File: src/rtl/rfphoenix_mcalu16_sched.sv
// rfphoenix_mcalu16_sched: multi-cycle ALU issue scheduler with writeback slot reservation.
// Optional FSIGMOID class enabled by defining RFPHOENIX_MCALU16_SIGMOID_EN.
package rfphoenix_mcalu16_pkg;
  typedef logic [3:0] tid_t;
endpackage

module rfphoenix_mcalu16_sched
  import rfphoenix_mcalu16_pkg::*;
#(
  parameter int NREQ = 4,
  parameter int LATW = 4
) (
  input  logic                        clk,
  input  logic                        rst,
  input  logic [NREQ-1:0]             req,
  input  logic [NREQ*3-1:0]           cls,
  input  logic [NREQ*$bits(tid_t)-1:0] tid,
  input  logic                        hold,
  output logic [NREQ-1:0]             gnt,
  output logic [NREQ-1:0]             err,
  output logic                        issue_v,
  output logic [$clog2(NREQ)-1:0]     issue_sel,
  output tid_t                        issue_tid,
  output logic                        wb_v,
  output logic [$clog2(NREQ)-1:0]     wb_sel,
  output tid_t                        wb_tid,
  output logic                        busy
);

  localparam int SW    = $clog2(NREQ);
  localparam int TW    = $bits(tid_t);
  localparam int NSLOT = 2**LATW - 1;

  logic [NSLOT:1]  resv_q, resv_d;
  logic [SW-1:0]   rsel_q [1:NSLOT];
  logic [SW-1:0]   rsel_d [1:NSLOT];
  tid_t            rtid_q [1:NSLOT];
  tid_t            rtid_d [1:NSLOT];
  logic [SW-1:0]   ptr_q, ptr_d;
  logic            issue_v_q, issue_v_d;
  logic [SW-1:0]   issue_sel_q, issue_sel_d;
  tid_t            issue_tid_q, issue_tid_d;
  logic            wb_v_q, wb_v_d;
  logic [SW-1:0]   wb_sel_q, wb_sel_d;
  tid_t            wb_tid_q, wb_tid_d;

  logic [NREQ-1:0] legal;
  logic [NREQ-1:0] elig;
  logic [LATW-1:0] lat_a [NREQ];
  logic [2:0]      cls_i;
  logic            occ;
  logic            found;
  logic            fire;
  int              win_i;
  logic            win_legal;
  logic [LATW-1:0] win_lat;
  tid_t            win_tid;

  // Class decode, eligibility, round-robin pick and reservation shift.
  always_comb begin
    legal       = '0;
    elig        = '0;
    cls_i       = '0;
    occ         = 1'b0;
    found       = 1'b0;
    fire        = 1'b0;
    win_i       = 0;
    win_legal   = 1'b0;
    win_lat     = '0;
    win_tid     = '0;
    gnt         = '0;
    err         = '0;
    ptr_d       = ptr_q;
    issue_v_d   = 1'b0;
    issue_sel_d = issue_sel_q;
    issue_tid_d = issue_tid_q;
    wb_v_d      = resv_q[1];
    wb_sel_d    = rsel_q[1];
    wb_tid_d    = rtid_q[1];
    for (int i = 0; i < NREQ; i++) begin
      lat_a[i] = '0;
    end

    for (int i = 0; i < NREQ; i++) begin
      cls_i    = cls[i*3 +: 3];
      legal[i] = 1'b1;
      case (cls_i)
        3'd0, 3'd1: lat_a[i] = LATW'(8);
        3'd2:       lat_a[i] = LATW'(7);
        3'd3:       lat_a[i] = LATW'(5);
`ifdef RFPHOENIX_MCALU16_SIGMOID_EN
        3'd4:       lat_a[i] = LATW'(5);
`endif
        default: begin
          legal[i] = 1'b0;
          lat_a[i] = '0;
        end
      endcase
      // A slot at index L+1 now lands on the same wb cycle as a new op.
      occ = 1'b0;
      for (int s = 1; s <= NSLOT; s++) begin
        if (s == int'(lat_a[i]) + 1) occ = resv_q[s];
      end
      elig[i] = req[i] && (!legal[i] || !occ);
    end

    for (int k = 0; k < NREQ; k++) begin
      for (int i = 0; i < NREQ; i++) begin
        if (!found && elig[i] && i == (int'(ptr_q) + k) % NREQ) begin
          found     = 1'b1;
          win_i     = i;
          win_legal = legal[i];
          win_lat   = lat_a[i];
          win_tid   = tid[i*TW +: TW];
        end
      end
    end

    fire = found && rst && !hold;

    for (int s = 1; s < NSLOT; s++) begin
      resv_d[s] = resv_q[s+1];
      rsel_d[s] = rsel_q[s+1];
      rtid_d[s] = rtid_q[s+1];
    end
    resv_d[NSLOT] = 1'b0;
    rsel_d[NSLOT] = '0;
    rtid_d[NSLOT] = '0;

    if (fire) begin
      ptr_d = SW'((win_i + 1) % NREQ);
      if (win_legal) begin
        gnt         = NREQ'(1) << win_i;
        issue_v_d   = 1'b1;
        issue_sel_d = SW'(win_i);
        issue_tid_d = win_tid;
        for (int s = 1; s <= NSLOT; s++) begin
          if (s == int'(win_lat)) begin
            resv_d[s] = 1'b1;
            rsel_d[s] = SW'(win_i);
            rtid_d[s] = win_tid;
          end
        end
      end else begin
        err = NREQ'(1) << win_i;
      end
    end
  end

  // State registers with synchronous active-low clear.
  always_ff @(posedge clk) begin
    if (!rst) begin
      resv_q      <= '0;
      ptr_q       <= '0;
      issue_v_q   <= 1'b0;
      issue_sel_q <= '0;
      issue_tid_q <= '0;
      wb_v_q      <= 1'b0;
      wb_sel_q    <= '0;
      wb_tid_q    <= '0;
      for (int s = 1; s <= NSLOT; s++) begin
        rsel_q[s] <= '0;
        rtid_q[s] <= '0;
      end
    end else begin
      resv_q      <= resv_d;
      ptr_q       <= ptr_d;
      issue_v_q   <= issue_v_d;
      issue_sel_q <= issue_sel_d;
      issue_tid_q <= issue_tid_d;
      wb_v_q      <= wb_v_d;
      wb_sel_q    <= wb_sel_d;
      wb_tid_q    <= wb_tid_d;
      for (int s = 1; s <= NSLOT; s++) begin
        rsel_q[s] <= rsel_d[s];
        rtid_q[s] <= rtid_d[s];
      end
    end
  end

  assign issue_v   = issue_v_q;
  assign issue_sel = issue_sel_q;
  assign issue_tid = issue_tid_q;
  assign wb_v      = wb_v_q;
  assign wb_sel    = wb_sel_q;
  assign wb_tid    = wb_tid_q;
  assign busy      = (|resv_q) | issue_v_q;

endmodule
File: config.mk
export PLATFORM = sky130hd
export DESIGN_NAME = rfphoenix_mcalu16_sched
export DESIGN_NICKNAME = d
export VERILOG_FILES = /design/src/rtl/rfphoenix_mcalu16_sched.sv
export SDC_FILE = /design/constraint.sdc
export NUM_CORES = 1
export LEC_CHECK = 0
export CAP_MARGIN = 20
export CORE_MARGIN = 5
export CORE_UTILIZATION = 55
export CTS_CLUSTER_DIAMETER = 50
export DETAILED_ROUTE_END_ITERATION = 8
export PLACE_DENSITY_LB_ADDON = 0.12
export SLEW_MARGIN = 20
export SYNTH_ARGS = -nofsm -noshare
export SYNTH_HDL_FRONTEND = slang
export SYNTH_SLANG_ARGS = --single-unit
File: constraint.sdc
create_clock -name clk -period 10.71 [get_ports clk]
set_input_delay 2.142 -clock clk [delete_from_list [all_inputs] [get_ports clk]]
set_output_delay 2.142 -clock clk [all_outputs]
set_load 0.02 [all_outputs]
==> results by group <==
Run status
  • Status: completed

Critical path
  • Worst Path Class, Setup: input pin to output pin
  • CP Data Arrival Time: 7.61 ns
  • Startpoint Class: input pin
  • Critical path endpoint category: output pin
  • CP Max Fanout: 25
  • WP data required: 8.57 ns

Floorplanning
  • Die H: 108.8 µm
  • Die ar.: 11840 µm²
  • Die W: 108.8 µm
  • I/O Pins: 58
  • Site Rows: 36
  • Initial Utilization: 0.5572
  • Core area: 9639 µm²

Clocking
  • CTS Buf Count: 17
  • Post_cts resized: 0
  • Number of hold buffers added after cts: 0
  • Htree depth: 4
  • Setup bufs post-CTS: 0
  • CTS root buf: clkbuf_8
  • Worst-Skew Late Latency: 0.50 ns
  • Clock sink count: 121
  • CTS tree: built
  • Longest Clk Path Bufs: 2
  • Clk pin slew, worst setup/hold paths: 0.06 ns

Finish
  • Most frequent cells in the layout: dfxtp_1, and2_1, clkdlybuf4s50_1
  • Layout overhead on the synthesized area: 22.11%
  • # diodes: 0
  • Fin nets: 692
  • Non-Filler Instances: 797
  • Most common cell after layout, fill and taps aside: dfxtp_1
  • Share of layout cells above drive strength 1: 0.09639

Power
  • Overall Power: 1.149 mW
  • Clk network pwr share: 0.443
  • Power per cell area: 175.2 nW/µm²
  • Share of power burned in registers: 0.411
  • P_sw: 333.5 µW
  • Pleak: 2.546 nW
  • Worst vdd ir: 0.1187 mV
  • Internal Pwr Total: 815.5 µW
  • Combinational power share: 0.146
  • Sw Share: 0.2902

Timing
  • Final Hold Viols: 0
  • Least-Margin Pin Slew: 1.024 ns
  • Relative slew slack: 0.3157
  • F_max: 102.5 MHz
  • Worst Skew: 0.006359 ns
  • Final period util: 0.9105
  • Final Slew Violations: 0
  • Final worst setup slack: 0.9585 ns
  • Sum Neg Setup Slack: 0 ns
  • Final Setup Violations: 0
  • RSZ-0062 raised after global routing: no
  • Min cycle time layout: 9.751 ns
  • WHS: 0.4281 ns

Synth
  • YS warnings: 0
  • Synth area leaders: dfxtp_1, and2_1, mux2i_1, nand2_1, nor2_1
  • Post-synthesis cell count: 596
  • Distinct cells, synth: 71
  • Syn_area_per_cell: 9.012 µm²
  • Syn Std Cell Area: 5371 µm²
  • Yosys top cell area share: 0.4510
  • Yosys top cell by area: dfxtp_1
  • Sequential share of the synthesized area: 0.4510
  • Synth Register Bits: 121
  • Dominant register cell in the synthesized netlist: dfxtp_1
  • Post-synth EDFFs: 0
  • Post-synthesis async set-or-reset flop share: 0

Placed design
  • Global placement routability congestion: 1.025
  • Port Buf Inserts: 57
  • Placed cells: 765
  • Pre-CTS setup slack: 1.196 ns
  • DP HPWL: 10860 µm

Routing
  • Post-Route WL: 15990 µm
  • Routed len/inst: 20.06 µm
  • Vias per cell: 6.138
  • Detailed-route via count: 4892
  • DRT Pass-1 Iters: 5
  • ANT nets after route: 0
  • Iter 0 DRT Violations: 643
  • DRC viols: 0

Global routing
  • Initial antenna violation count: 0
  • Gr usage total: 0.2777
  • First-pass GRT wire length: 25100 µm
  • Pin count of the biggest net entering global routing: 103
  • Number of global-route vias before repair: 4601
  • Grt total ovfl: 0

Worst hold path
  • Worst min path class: flop to flop

Job
  • Maximum capacitance violations: 0
-- final cells by class --
| type | instances | area [µm²] |
|---|---|---|
| clock inverter | 14 | 113.9 |
| fill | 757 | 3080 |
| inverter | 13 | 48.80 |
| clock buffer | 18 | 417.9 |
| timing repair buffer | 67 | 640.6 |
| multi-input combinational | 431 | 2749 |
| tap | 133 | 166.4 |
| sequential | 121 | 2422 |
-- worst paths after layout --
kind / start / endpoint / slack [ns] / cells past startpoint
max: cls[8] / err[1] / 0.96 / 16
min: rtid_q[4][2] / rtid_q[3][2] / 0.43 / 1
max reg2reg: ptr_q[0] / rtid_q[7][0] / 6.48 / 10
min reg2reg: rtid_q[4][2] / rtid_q[3][2] / 0.43 / 1
-- routing by layer --
metal / global-route usage / share of wire / up-vias
li1: - / - / 2241
met1: 0.3745 / 0.42 / 2301
met2: 0.4334 / 0.45 / 302
met3: 0.07046 / 0.094 / 48
met4: 0.09648 / 0.029 / 0
met5: 0 / 0 / -
-- cell families after synthesis --
| group | share of synthesized area |
|---|---|
| AO/OA/AOI/OAI | 0.1982 |
| adder cells (fa/ha/maj) | 0.01398 |
| buffers and inverters | 0.04146 |
| flip-flops | 0.4510 |
| multiplexers | 0.03820 |
| other | 0.0006981 |
| AND/OR/NAND/NOR | 0.2565 |
-- power by group through the flow --
stage          registers (mW)  logic [mW]  clock network [mW]
2_1_floorplan           0.477       0.104                   0
3_3_place_gp            0.481       0.161                   0
3_5_place_dp            0.482       0.160                   0
4_1_cts                 0.472       0.162               0.518
5_1_grt                 0.473       0.178               0.543
6_report                0.472       0.167               0.509
-- synth_stat cells (3+ instances only) --
master and n:
a211o_1 4, a21oi_1 27, and2_1 89, buf_2 10, ha_1 6, o211ai_1 9, o21ai_0 21, nand2b_1 4
nor2_1 40, o21a_1 5, nor3_1 18, nor3b_1 4, nand2_1 42, dfxtp_1 121, inv_1 11, o221ai_1 4
nand4_1 5, a211oi_1 11, a22o_1 3, o32ai_1 7, nor2b_1 8, mux2i_1 19, clkbuf_1 23, nand3_1 19
a221oi_1 4, a22oi_1 4, or2_2 4, o211a_1 3, o2111ai_1 3, a21o_1 3, and3_1 3, a221o_1 5
nor4_1 7
-- flip-flops by register name, indices dropped and copies added (netlist names) --
register	count
ptr_q	2
issue_sel	2
wb_v	1
rsel_q	30
issue_v	1
resv_q	15
rtid_q	60
wb_tid	4
issue_tid	4
wb_sel	2
-- worst max-delay path, stage by stage --
cell and delay [ns]:
clkdlybuf4s50_1 0.54, nand2b_1 0.27, nor2_1 0.36, ha_1 0.34, nor3b_1 0.30, o211ai_1 0.20, o211a_2 0.34, a211oi_1 0.47
o21ai_0 0.15, a311oi_1 0.86, nor2_1 0.33, inv_1 0.21, ha_1 0.17, nand2_1 0.08, nor2b_1 0.17, clkdlybuf4s50_1 0.64
-- through the flow --
stage	cell area, µm²	utilization
floorplan	5394	-
global placement	6027	0.6253
detailed placement	6027	0.6253
CTS	6559	0.6804
global route	6559	0.6804
finish	6559	0.6804
Power figures use the tool's default switching activity.
